File: src/rtl/pll_reset_seq.sv
`timescale 1ns/1ps
// -----------------------------------------------------------------------------
// pll_reset_seq
//
// Power-up and recovery sequencer for the board PLL. Runs in the 50 MHz
// reference domain (clkin). It pulses the PLL reset, waits for the PLL locked
// flag, and releases the downstream system reset only after lock has been
// continuously stable for STABLE_CYCLES. If lock does not arrive within
// LOCK_TIMEOUT the PLL is reset again, up to MAX_RETRY times, after which the
// block parks in a sticky FAIL state until restart or rst_n.
//
// Ports:
//   clkin     in   50 MHz reference clock (same pin as the PLL refclk)
//   rst_n     in   asynchronous active-low reset
//   locked    in   PLL locked flag, asynchronous to clkin
//   restart   in   synchronous level request to restart the whole sequence
//   pll_rst   out  active-high PLL reset
//   sys_rst_n out  active-low reset for downstream clkin-domain logic
//   ready     out  high only in RUN
//   fail      out  high only in FAIL
//   retries   out  lock-timeout retries in the current sequence
//   state     out  debug state code: PLLRST=0 WAIT=1 STABLE=2 RUN=3 FAIL=4
//
// Every output is a flop. Output flops are loaded from the decode of the
// next state, so they change on the same edge as the state register and
// never glitch.
// -----------------------------------------------------------------------------
module pll_reset_seq #(
  parameter int RST_CYCLES    = 16,
  parameter int LOCK_TIMEOUT  = 50000,
  parameter int STABLE_CYCLES = 1024,
  parameter int MAX_RETRY     = 7
) (
  input  logic       clkin,
  input  logic       rst_n,
  input  logic       locked,
  input  logic       restart,
  output logic       pll_rst,
  output logic       sys_rst_n,
  output logic       ready,
  output logic       fail,
  output logic [3:0] retries,
  output logic [2:0] state
);

  // One shared counter, sized for the longest interval it has to measure.
  function automatic int max3(input int a, input int b, input int c);
    int m;
    m = a;
    if (b > m) m = b;
    if (c > m) m = c;
    return m;
  endfunction

  localparam int MAX_CNT = max3(RST_CYCLES, LOCK_TIMEOUT, STABLE_CYCLES);
  localparam int CW      = $clog2(MAX_CNT) + 1;

  // Terminal counts: the counter starts at 0 on entry to a state, so an
  // interval of N cycles ends when the counter shows N-1.
  localparam logic [CW-1:0] RST_LAST    = CW'(RST_CYCLES - 1);
  localparam logic [CW-1:0] TMO_LAST    = CW'(LOCK_TIMEOUT - 1);
  localparam logic [CW-1:0] STABLE_LAST = CW'(STABLE_CYCLES - 1);
  localparam logic [3:0]    RETRY_MAX   = 4'(MAX_RETRY);

  typedef enum logic [2:0] {
    S_PLLRST = 3'd0,
    S_WAIT   = 3'd1,
    S_STABLE = 3'd2,
    S_RUN    = 3'd3,
    S_FAIL   = 3'd4
  } state_t;

  // ---------------------------------------------------------------------------
  // Lock synchronizer. locked comes from the PLL's own analog lock detector
  // and has no timing relationship to clkin, so it passes through two flops
  // before any decision is made on it. lk_reg is the only copy the FSM sees.
  // ---------------------------------------------------------------------------
  logic lk_meta_reg;
  logic lk_reg;

  always_ff @(posedge clkin or negedge rst_n) begin
    if (!rst_n) begin
      lk_meta_reg <= 1'b0;
      lk_reg      <= 1'b0;
    end else begin
      lk_meta_reg <= locked;
      lk_reg      <= lk_meta_reg;
    end
  end

  // ---------------------------------------------------------------------------
  // Next-state logic
  // ---------------------------------------------------------------------------
  state_t          state_reg;
  state_t          state_next;
  logic [CW-1:0]   cnt_reg;
  logic [CW-1:0]   cnt_next;
  logic [3:0]      retries_reg;
  logic [3:0]      retries_next;

  logic            pll_rst_reg;
  logic            sys_rst_n_reg;
  logic            ready_reg;
  logic            fail_reg;

  always_comb begin
    state_next   = state_reg;
    cnt_next     = cnt_reg + CW'(1);
    retries_next = retries_reg;

    if (restart) begin
      // Restart beats every other transition, and while held it keeps the
      // counter pinned at 0 so the reset pulse is timed from its release.
      state_next   = S_PLLRST;
      cnt_next     = '0;
      retries_next = '0;
    end else begin
      unique case (state_reg)
        S_PLLRST: begin
          if (cnt_reg == RST_LAST) begin
            state_next = S_WAIT;
            cnt_next   = '0;
          end
        end

        S_WAIT: begin
          // Lock is tested first so that a lock arriving on the timeout
          // cycle is accepted rather than thrown away by another PLL reset.
          if (lk_reg) begin
            state_next = S_STABLE;
            cnt_next   = '0;
          end else if (cnt_reg == TMO_LAST) begin
            cnt_next = '0;
            if (retries_reg == RETRY_MAX) begin
              state_next = S_FAIL;
            end else begin
              state_next   = S_PLLRST;
              retries_next = retries_reg + 4'd1;
            end
          end
        end

        S_STABLE: begin
          // A single dropout restarts the stability window; it is not a
          // timeout, so the retry count is left alone.
          if (!lk_reg) begin
            state_next = S_WAIT;
            cnt_next   = '0;
          end else if (cnt_reg == STABLE_LAST) begin
            state_next = S_RUN;
            cnt_next   = '0;
          end
        end

        S_RUN: begin
          cnt_next = '0;
          // Losing lock after a good run starts a fresh sequence with a
          // full retry budget.
          if (!lk_reg) begin
            state_next   = S_PLLRST;
            retries_next = '0;
          end
        end

        S_FAIL: begin
          // Sticky: lock events are ignored, only restart/rst_n leave.
          cnt_next = '0;
        end

        default: begin
          state_next   = S_PLLRST;
          cnt_next     = '0;
          retries_next = '0;
        end
      endcase
    end
  end

  // ---------------------------------------------------------------------------
  // State, counter, retry count and registered outputs
  // ---------------------------------------------------------------------------
  always_ff @(posedge clkin or negedge rst_n) begin
    if (!rst_n) begin
      state_reg     <= S_PLLRST;
      cnt_reg       <= '0;
      retries_reg   <= '0;
      pll_rst_reg   <= 1'b1;
      sys_rst_n_reg <= 1'b0;
      ready_reg     <= 1'b0;
      fail_reg      <= 1'b0;
    end else begin
      state_reg     <= state_next;
      cnt_reg       <= cnt_next;
      retries_reg   <= retries_next;
      // The PLL is held in reset in PLLRST and FAIL; downstream reset is
      // released only in RUN, which never coincides with pll_rst.
      pll_rst_reg   <= (state_next == S_PLLRST) || (state_next == S_FAIL);
      sys_rst_n_reg <= (state_next == S_RUN);
      ready_reg     <= (state_next == S_RUN);
      fail_reg      <= (state_next == S_FAIL);
    end
  end

  assign pll_rst   = pll_rst_reg;
  assign sys_rst_n = sys_rst_n_reg;
  assign ready     = ready_reg;
  assign fail      = fail_reg;
  assign retries   = retries_reg;
  assign state     = state_reg;

endmodule

File: config.mk
export PLATFORM = sky130hd
export DESIGN_NAME = pll_reset_seq
export DESIGN_NICKNAME = d
export VERILOG_FILES = /design/src/rtl/pll_reset_seq.sv
export SDC_FILE = /design/constraint.sdc
export NUM_CORES = 1
export LEC_CHECK = 0
export ABC_AREA = 0
export ABC_CLOCK_PERIOD_IN_PS = 2600
export CAP_MARGIN = 25
export CORE_MARGIN = 2
export CORE_UTILIZATION = 55
export CTS_CLUSTER_SIZE = 16
export DETAILED_ROUTE_END_ITERATION = 12
export PLACE_DENSITY = 0.87
export SETUP_SLACK_MARGIN = 0.3
export SLEW_MARGIN = 10
export SYNTH_ARGS = -nofsm -noshare
export SYNTH_HDL_FRONTEND = slang
export SYNTH_SLANG_ARGS = --single-unit
File: constraint.sdc
create_clock -name clkin -period 2.6 [get_ports clkin]
set_clock_uncertainty 0.2 [all_clocks]
set_input_delay 0.26 -clock clkin [delete_from_list [all_inputs] [get_ports clkin]]
set_output_delay 0.26 -clock clkin [all_outputs]
set_load 0.05 [all_outputs]
==> metrics <==
ys flop type=dfrtp_1; crit path kind=flip-flop to flip-flop; Post-synth top cells=dfrtp_1 (28), nor2_1 (21), xor2_1 (11); Sw Ratio=22.8%; clock period minus worst slack=2280 ps; Max Cap Viol=0; GRT Residual Overflow=0; element type at the critical path end=flip-flop; post-synth top area share=46.9%; worst slew pin tran=605 ps; Fmax=438 MHz; Fillers=185; die width=56.1 um; flops & latches, synth=29; Clk Tree Root Cell=clkbuf_4; full die area=between 3000 and 4000 sq um; Synth cell types=39; sequential-to-total area share from yosys stat=48.6%; post-synth net total=155; antenna violations before repair=0; Critical-path top delay cell=or4_4; synthesized instance count=149; endpoints failing setup=0; post-route ant nets=0; final hold violations=0; GP Congestion=approximately 0.86; most common cell in the netlist=dfrtp_1; DRC=0; CP arrival=2290 ps; Final #Nets=182; CTS buffer count=5; synthesized area per cell=10.0 sq um; DRT Pass-1 Iters=4; latest clock arrival within the worst-skew pair=about 320 ps; setup TNS=0 ps; Wirelength per Cell=15.3 um; PortBufs=14; period utilization=around 88%; crit-path leading delay family=simple AND/OR/NAND/NOR gates; clock slew seen by the registers of the worst setup and hold paths=80 ps; Seq pwr share=61.2%; maximum VDD drop=0.438 mV; post-synthesis instance area=1500 sq um; share of layout cells above drive strength 1=approximately a fifth; final cell utilization of the core=73.5%; Post-synth EDFFs=0; Initial Util=59.3%; combinational power share=just over 6%; Design Power=0.000753 W; Clock Sink Count=29; worst endpoint required time=2610 ps; Psw=between 0.00015 and 0.0002 W; max reg flops=17; Hold WC Path Type=input pin to async pin; CP cell instances=or4_4, nor4_1, a2111oi_1, a221oi_4, buf_4, nor2_1; outcome=complete, no violations; final WL=3.17 mm; CTS HTree Levels=2; Synth area leaders=dfrtp_1 (47%), xor2_1 (6.4%), nor2_1 (5.3%); Static Leak=0.803 nW; vias per inst=just under 6; Yosys warning count=0; row cnt=18; gr usage total=21.2%; Antenna Cells=0; core area=2520 sq um; area grow syn2layout=23.9%; worst path bufs/invs=1; ratio of total power to cell area=407 nW/um^2; TritonCTS clock tree=built; relative slew slack=about three fifths; Clock Power Share=between 30% and 40%; vias in the first global route=1186; RSZ-0062 raised after global routing=yes; cell type with the largest total area after synthesis=dfrtp_1; pin count of the biggest net entering global routing=30; DRT iter0 DRCs=40; Boundary Pins=15; Via Count=1224; Critical Path Fanout Max=4; global-route wire length before repair=5.22 mm; startpoint types=flip-flop; worst hold slack=110 ps; DP HPWL=2.02 mm; # hold bufs at CTS=0; Pins Over Slew Limit=0; Post-synth ARST share=100%; Crit path largest cell delay=between 500 and 600 ps; Clock Tree Buf Depth=2; Die Y=56.1 um; Int Pwr=0.000582 W
==> cell usage in the layout, fill, tap and decap left out, drive strengths merged, types with 3 or more instances in the layout <==
cell type,instances
a21oi,3
a31oi,3
and3,7
buf,11
clkbuf,8
clkdlybuf4s50,14
dfrtp,28
inv,5
nand2,10
nand3,10
nor2,21
nor3,4
nor4,3
o21ai,4
o41ai,3
or4,4
xnor2,4
xor2,11
==> cell families after synthesis <==
family	Yosys count	synth area share, %
AO/OA/AOI/OAI	21	11.1
flip-flops	29	48.6
AND/OR/NAND/NOR	72	26.5
XOR/XNOR	15	8.79
adder cells (fa/ha/maj)	2	1.67
buffers and inverters	10	3.26
==> power groups by stage <==
stage | Combinational [W] | Sequential (W) | Clock, W
6_report | 0.0000459 | 0.000461 | 0.000246
5_1_grt | 0.0000520 | 0.000462 | 0.000280
4_1_cts | 0.0000425 | 0.000461 | 0.000259
3_5_place_dp | 0.0000380 | 0.000470 | 0
3_3_place_gp | 0.0000367 | 0.000470 | 0
2_1_floorplan | 0.0000196 | 0.000469 | 0
==> per-layer routing <==
metal | track usage (%) | share of wire [%] | vias up
met4 | 7.82 | 1.0 | 0
met2 | 34.5 | 51 | 40
li1 | - | - | 590
met1 | 25.8 | 43 | 587
met3 | 7.67 | 4.9 | 7
met5 | 0 | 0 | -
==> metrics by stage <==
step           std cells  worst slack, ps  cell area (sq um)
6_report             207              317               1850
5_1_grt              207              230               1850
4_1_cts              204              264               1780
3_5_place_dp         190              223               1660
3_3_place_gp         190              275               1660
2_1_floorplan        149              301               1500
==> area by class of cell <==
class	count	area, sq um	share of cell area (%)
flip-flops and latches	29	727	39.2
clock buffers	8	48.8	2.63
multi-input cells	110	791	42.7
repair buffers	25	230	12.4
inverters	5	18.8	1.01
well taps	30	37.5	2.03
==> timing repair <==
item                                    in CTS  in global routing
gates cloned                                 1                  1
resized for setup                            9                 11
endpoints found under the hold margin        0                  0
setup buffers                                5                  2
endpoints found under the setup margin      20                 26
pin swaps                                   12                  6
==> worst paths after layout <==
check / from / end / slack, ps / depth (start not counted)
min reg2reg: lk_meta_reg / lk_reg / 150 / 0
min in group clkin: lk_meta_reg / lk_reg / 150 / 0
max in group asynchronous: rst_n / pll_rst / 1780 / 2
min: rst_n / retries[2] / 110 / 2
max: cnt_reg[10] / cnt_reg[10] / 320 / 6
max reg2reg: cnt_reg[10] / cnt_reg[10] / 320 / 6
Power figures use the tool's default switching activity.
